===== config.mk =====
export PLATFORM = sky130hd
export DESIGN_NAME = display_scan_controller
export DESIGN_NICKNAME = d
export VERILOG_FILES = /design/src/rtl/display_scan_controller.sv
export SDC_FILE = /design/constraint.sdc
export NUM_CORES = 1
export LEC_CHECK = 0
export ABC_AREA = 1
export BUFFER_PORTS_ARGS = -buffer_cell sky130_fd_sc_hd__buf_4
export CAP_MARGIN = 5
export CORE_UTILIZATION = 23
export DETAILED_ROUTE_END_ITERATION = 10
export HOLD_SLACK_MARGIN = 0.08
export SLEW_MARGIN = 20
export SYNTH_ARGS = -nofsm -noshare
export SYNTH_HDL_FRONTEND = slang
export SYNTH_SLANG_ARGS = --single-unit

===== constraint.sdc =====
create_clock -name clk -period 2.05 [get_ports clk]
set_input_delay 0 -clock clk [delete_from_list [all_inputs] [get_ports clk]]
set_output_delay 0 -clock clk [all_outputs]
set_load 0.1 [all_outputs]

===== src/rtl/display_scan_controller.sv =====
// Multiplexed seven-segment scan sequencer with a blanking gap per slot and leading-zero suppression.
// Optional digit blinking for time-set editing is enabled by defining DISPLAY_BLINK_EN.
module display_scan_controller #(
  parameter int NUM_DIGITS   = 5,
  parameter int SLOT_CYCLES  = 50000,
  parameter int BLANK_CYCLES = 500,
  parameter int AP_INDEX     = 0,
  parameter int LZB_INDEX    = 4
`ifdef DISPLAY_BLINK_EN
  ,
  parameter int BLINK_FRAMES = 100
`endif
) (
  input  logic                    clk,
  input  logic                    reset,
  input  logic                    enable,
  input  logic [4*NUM_DIGITS-1:0] digitValues,
`ifdef DISPLAY_BLINK_EN
  input  logic [NUM_DIGITS-1:0]   blinkMask,
`endif
  output logic [3:0]              hexNumber,
  output logic                    apSelect,
  output logic [NUM_DIGITS-1:0]   anodeActiveLow,
  output logic                    frameStart
);

  localparam int IW = (NUM_DIGITS > 1) ? $clog2(NUM_DIGITS) : 1;
  localparam int CW = $clog2(SLOT_CYCLES);

  typedef enum logic [1:0] {IDLE, BLANK, SHOW} state_t;

  state_t                  state;
  logic [CW-1:0]           slot_count;
  logic [IW-1:0]           digit_index;
  logic [4*NUM_DIGITS-1:0] frame_latch;

  logic [CW-1:0]           slot_next;
  logic [IW-1:0]           index_next;
  logic [4*NUM_DIGITS-1:0] latch_next;
  logic                    frame_wrap;
  logic [3:0]              hex_next;
  logic                    show_next;
  logic                    suppress;
  logic                    blinked;
  logic [NUM_DIGITS-1:0]   onehot;
  logic [NUM_DIGITS-1:0]   anode_next;

`ifdef DISPLAY_BLINK_EN
  localparam int FW = (BLINK_FRAMES > 1) ? $clog2(BLINK_FRAMES) : 1;
  logic [FW-1:0]         frame_count, fcount_next;
  logic                  blink_phase, phase_next;
  logic [NUM_DIGITS-1:0] mask_latch, mask_next;
`endif

  // Next-slot computation: anode and data outputs are registered from these values,
  // so the data always changes on the same edge the anodes go dark.
  always_comb begin
    slot_next  = '0;
    index_next = '0;
    latch_next = frame_latch;
    frame_wrap = 1'b0;
    if (state == IDLE) begin
      frame_wrap = 1'b1;
      latch_next = digitValues;
    end else if (slot_count == CW'(SLOT_CYCLES - 1)) begin
      if (digit_index == IW'(NUM_DIGITS - 1)) begin
        frame_wrap = 1'b1;
        latch_next = digitValues;
      end else begin
        index_next = digit_index + 1'b1;
      end
    end else begin
      slot_next  = slot_count + 1'b1;
      index_next = digit_index;
    end

    hex_next  = latch_next[{index_next, 2'b00} +: 4];
    show_next = (slot_next >= CW'(BLANK_CYCLES));
    suppress  = (int'(index_next) == LZB_INDEX) && (hex_next == 4'd0);

`ifdef DISPLAY_BLINK_EN
    fcount_next = frame_count;
    phase_next  = blink_phase;
    mask_next   = mask_latch;
    if (state == IDLE) begin
      fcount_next = '0;
      phase_next  = 1'b1;
      mask_next   = blinkMask;
    end else if (frame_wrap) begin
      mask_next = blinkMask;
      if (int'(frame_count) == BLINK_FRAMES - 1) begin
        fcount_next = '0;
        phase_next  = ~blink_phase;
      end else begin
        fcount_next = frame_count + 1'b1;
      end
    end
    blinked = !phase_next && mask_next[index_next];
`else
    blinked = 1'b0;
`endif

    onehot             = '0;
    onehot[index_next] = 1'b1;
    anode_next         = (show_next && !suppress && !blinked) ? ~onehot : '1;
  end

  always_ff @(posedge clk or posedge reset) begin
    if (reset) begin
      state          <= IDLE;
      slot_count     <= '0;
      digit_index    <= '0;
      frame_latch    <= '0;
      hexNumber      <= '0;
      apSelect       <= 1'b0;
      anodeActiveLow <= '1;
      frameStart     <= 1'b0;
`ifdef DISPLAY_BLINK_EN
      frame_count    <= '0;
      blink_phase    <= 1'b1;
      mask_latch     <= '0;
`endif
    end else if (!enable) begin
      state          <= IDLE;
      slot_count     <= '0;
      digit_index    <= '0;
      hexNumber      <= '0;
      apSelect       <= 1'b0;
      anodeActiveLow <= '1;
      frameStart     <= 1'b0;
    end else begin
      state          <= show_next ? SHOW : BLANK;
      slot_count     <= slot_next;
      digit_index    <= index_next;
      frame_latch    <= latch_next;
      hexNumber      <= hex_next;
      apSelect       <= (int'(index_next) == AP_INDEX);
      anodeActiveLow <= anode_next;
      frameStart     <= frame_wrap;
`ifdef DISPLAY_BLINK_EN
      frame_count    <= fcount_next;
      blink_phase    <= phase_next;
      mask_latch     <= mask_next;
`endif
    end
  end

endmodule


# == Word-level counts from Yosys, hierarchy flattened ==
# Cells that the tools add are included.
# W data, S select, Z words.
# classes
shifts,1
order_cmp,3
addsub,2
reduce_logical,7
eq_ne,3
mux,22
bitwise,1
# ops
operator,n
$mux W20,3
$mux W16,3
$shiftx A20 B6 Y4,1
$add A16 B1 Y16 const B,1
$eq A16 B16 Y1 const B,1
$ge A16 B9 Y1 const B,1
$mux W3,4
$mux W5,2
$eq A3 B3 Y1 const B,2
$mux W1,6
$not A5 Y5,1
$logic_not A4 Y1,1
$lt A3 B4 Y1 const B,1
$mux W2,2
$mux W4,1
$add A3 B1 Y3 const B,1
$demux W1 S3,1
$ge A3 B1 Y1 const B,1
$logic_and A1 B1 Y1,3
$logic_not A3 Y1,1
$logic_not A2 Y1,1
$logic_not A1 Y1,1
# totals
input_bits,23
out_inout_bits,11
wordCells,47
ff_bits,52

# == Longest topological paths before layout ==
# depth
ltp_word,11
depth_mapped,15
ltp_nobuf,15

# == Worst setup path after synthesis ==
# Ideal clock, no wire load.
# synth_timing
path_kind,register to register
from,register slot_count[0]
to,register anodeActiveLow[0]
stages_incl_launch_ff,15
required_ns,1.984
period_less_slack_ns,1.834
setup_ns,0.066
t_arrival_ns,1.768
path_buffers,1
path_slack_ns,0.216
path_cell_list,dfrtp_1 > ha_1 > nand3_4 > nor2_2 > nand2_2 > nand2_4 > nand2_4 > buf_6 > nand2_2 > nand2_1 > nand3_1 > nand3_2 > nor2_2 > nand3_2 > nand3_1
# synth_via
elab_chain_len,10
word_cells_on_any_way,23
classes_between,1 x add/sub; 3 x order compare; 2 x eq/ne; 1 x shift; 10 x mux; 1 x bitwise; 5 x reduce/logical
# synth_rtl
element,line,source
"start, declared",33,logic [CW-1:0] slot_count;
"start signal, assigned",133,slot_count <= slot_next;
branches (longest 8 deep; another with $add A16 B1 Y16),--,
$mux W5 *,105,anode_next = (show_next && !suppress && !blinked) ? ~onehot : '1;
$mux W5 *,123,end else if (!enable) begin
"end signal, assigned",138,anodeActiveLow <= anode_next;
"end, declared",23,"output logic [NUM_DIGITS-1:0] anodeActiveLow,"
# Mark *: on every way between the ends.
# A chain may end at the register's enable or synchronous reset.

# == Worst setup path in the final report ==
# layout_timing
from,register slot_count[1]
to,register anodeActiveLow[3]
# Same word-level chain as after synthesis.

==> run summary <==
Worst setup path start: slot_count[1]$_DFF_PP0_
# IOs: 34
Area leader, netlist: dfrtp_1
Post-Route WL: 7690 microns
Htree depth: 2
Commonest non-fill, non-tap cell in the layout: nand2_1
Synthesized area: 2960 sq um
ANT nets after route: 0
Synth Flop Type: dfrtp_1
Final nets: 495
Core ar.: 12600 sq um
First-pass GRT wire length: 12500 microns
Run status: completed
Placed Area: 3430 sq um
RSZ-0062 raised after global routing: true
Synth area leaders: dfrtp_1 40%, nand2_1 12%, nor2_1 6.2%
DRC viols: 0
Register bit total from synthesis: 52
P_sw: 0.000643 W
Mapped Cells: 382
Distinct cell type count after synthesis: 36
Sequential Power Share: 0.488
Max cap viols: 0
Hold WC Path Type: input port to asynchronous set/reset pin
Final worst slack: 0.0636 ns
Die X: 115 microns
Setup slack after placement: -0.0797 ns
Mapped Nets: 408
Sw frac: 0.273
Worst r2r path cells: 13
Vias in the first global route: 2683
Post-synthesis sequential area ratio: 0.441
Fmax: 503 MHz
Clk pwr share: 0.343
Finished Cell Area: 4120 sq um
Via Count: 2839
Comb pwr share: 0.169
Area growth, synth to finish: 39.2%
PD cells: 570 nW/um^2
Final hold viol count: 0
Worst-Margin Slew: 0.664 ns
Crit path DAT: 2.21 ns
Post-DP HPWL: 5500 microns
Site Rows: 41
Vias per std cell: 4.42
Clk_skew: 0.00696 ns
Num CTS Buffers: 5
Most frequent cells in the layout: 96 x nand2_1, 65 x buf_4, 43 x nor2_1
Wire per inst: 12.0 microns
Static leakage: 1.90 nW
Final setup viols: 0
CP startpoint kind: flip-flop
Initial antenna violation count: 0
R2r startpoint: slot_count[1]$_DFF_PP0_
Min cycle time layout: 1.99 ns
Clock Sinks: 52
Die area: 13300 sq um
Port-buffer cells: 33
Layout cell share with drive strength beyond 1: 0.328
Die Ht: 115 microns
R2r endpoint: anodeActiveLow[3]$_DFF_PP1_
Largest net degree at the start of global routing: 29
Synth warn: 0
Inserted Diodes: 0
Initial DRC Count: 104
Clk buf depth: 2
Required time worst endpoint: 2.27 ns
CP Capture Type: flip-flop
Clock slew at reported path FFs: 0.06 ns
Routability cong.: 0.875
Overflow left after global routing: 0
WS Path Type: flip-flop to flip-flop
Flop-to-flop setup slack: 0.06 ns
Async S/R FF share, synth: 1.00
Syn Area/Cell: 7.75 sq um
Final cycle utilization of the critical path: 0.969
Critical Path End: anodeActiveLow[3]$_DFF_PP1_
TritonCTS clock tree: built
Slew Limit Fails: 0
Total track usage: 0.118
Final Total Pwr: 0.00235 W
Clock Latency Late Sink: 0.28 ns
Slew HR: 0.557
Clock root cell: clkbuf_16
CP max FO: 5
Initial core utilization: 0.236
Post-synth EDFFs: 0
Setup TNS: 0 ns
Post-synth top area share: 0.397
Worst ir drop on vdd: 0.000323 V
Pre-antenna DRT Iters: 5
Cell Int Power: 0.00171 W
-- flip-flops by register name, indices dropped and copies added (netlist names) --
signal          count
digit_index         3
apSelect            1
hexNumber           4
slot_count         16
frameStart          1
anodeActiveLow      5
state               2
frame_latch        20
-- worst max-delay path: stages (launching register included) --
cell and delay [ns]:
dfrtp_1 0.40, ha_4 0.18, nand3_4 0.11, nor2_4 0.22
nand2_2 0.10, nand2_2 0.10, nand2_4 0.07, nand2_2 0.13
nand3_1 0.08, nand3_1 0.11, nand3_2 0.11, nor2_4 0.14
nand3_4 0.10, nand3_1 0.09
-- cell type report --
| cell class | count | area (sq um) |
|---|---|---|
| multi-input cells | 275 | 1560 |
| repair buffers | 88 | 719 |
| inverters | 47 | 176 |
| fillers | 1297 | 8440 |
| clock inverters | 1 | 5.00 |
| well taps | 172 | 215 |
| flip-flops and latches | 52 | 1320 |
| clock buffers | 7 | 133 |
-- metal layers --
metal,routed length (microns),track usage,vias up
met5,0,0,-
met4,87,0.0268,0
met3,344,0.0230,10
met2,3970,0.206,76
met1,3290,0.150,1363
li1,-,-,1390
-- worst min-delay path by stage --
stage / endpoint / depth (start not counted) / start / slack [ns]
6_report: apSelect$_DFF_PP0_ / 3 / reset / 0.37
3_3_place_gp: apSelect$_DFF_PP0_ / 2 / reset / 0.13
2_1_floorplan: hexNumber[0]$_DFF_PP0_ / 2 / enable / 0.10
5_1_grt: frame_latch[5]$_DFFE_PP0P_ / 3 / reset / 0.41
3_5_place_dp: apSelect$_DFF_PP0_ / 2 / reset / 0.14
4_1_cts: frame_latch[0]$_DFFE_PP0P_ / 3 / reset / 0.40
-- power groups by stage --
| stage | clock network [W] | registers (W) | logic, W |
|---|---|---|---|
| 6_report | 0.000806 | 0.00115 | 0.000397 |
| 2_1_floorplan | 0 | 0.00123 | 0.000179 |
| 3_3_place_gp | 0 | 0.00116 | 0.000347 |
| 3_5_place_dp | 0 | 0.00117 | 0.000353 |
| 5_1_grt | 0.000890 | 0.00116 | 0.000443 |
| 4_1_cts | 0.000834 | 0.00115 | 0.000388 |
-- what timing repair did --
item                                   CTS  global route
hold buffers                            22             0
buffers inserted                         2            22
pin swaps                                2            19
gates cloned                             0             1
resized for setup                        3            37
endpoints found under the hold margin   44             0
setup endpoints to repair                6            12
-- Yosys cell counts, types with 6 or more instances --
library cell  count
nor2_1           49
o21ai_0          14
inv_1            40
nand2_1          98
inv_2             6
nor3_1            8
nand2_2          11
nor2_2            7
nand3_1          35
dfrtp_1          47
-- metrics by stage --
step                hold slack (ns)   util  cells
global route                  0.412  0.328    642
CTS                           0.404  0.304    619
detailed placement            0.140  0.273    587
floorplan                     0.104      -    382
finish                        0.369  0.328    642
global placement              0.130  0.273    587
-- kinds of logic (layout without fill, tap and decap cells) --
group	after synthesis	in the layout	share of synthesized area
adder cells (fa/ha/maj)	3	3	0.0127
AND/OR/NAND/NOR	235	236	0.390
buffers and inverters	56	143	0.0794
XOR/XNOR	5	5	0.0148
flip-flops	52	52	0.441
AO/OA/AOI/OAI	31	31	0.0613
No activity file was read; power rests on OpenSTA's default activity.
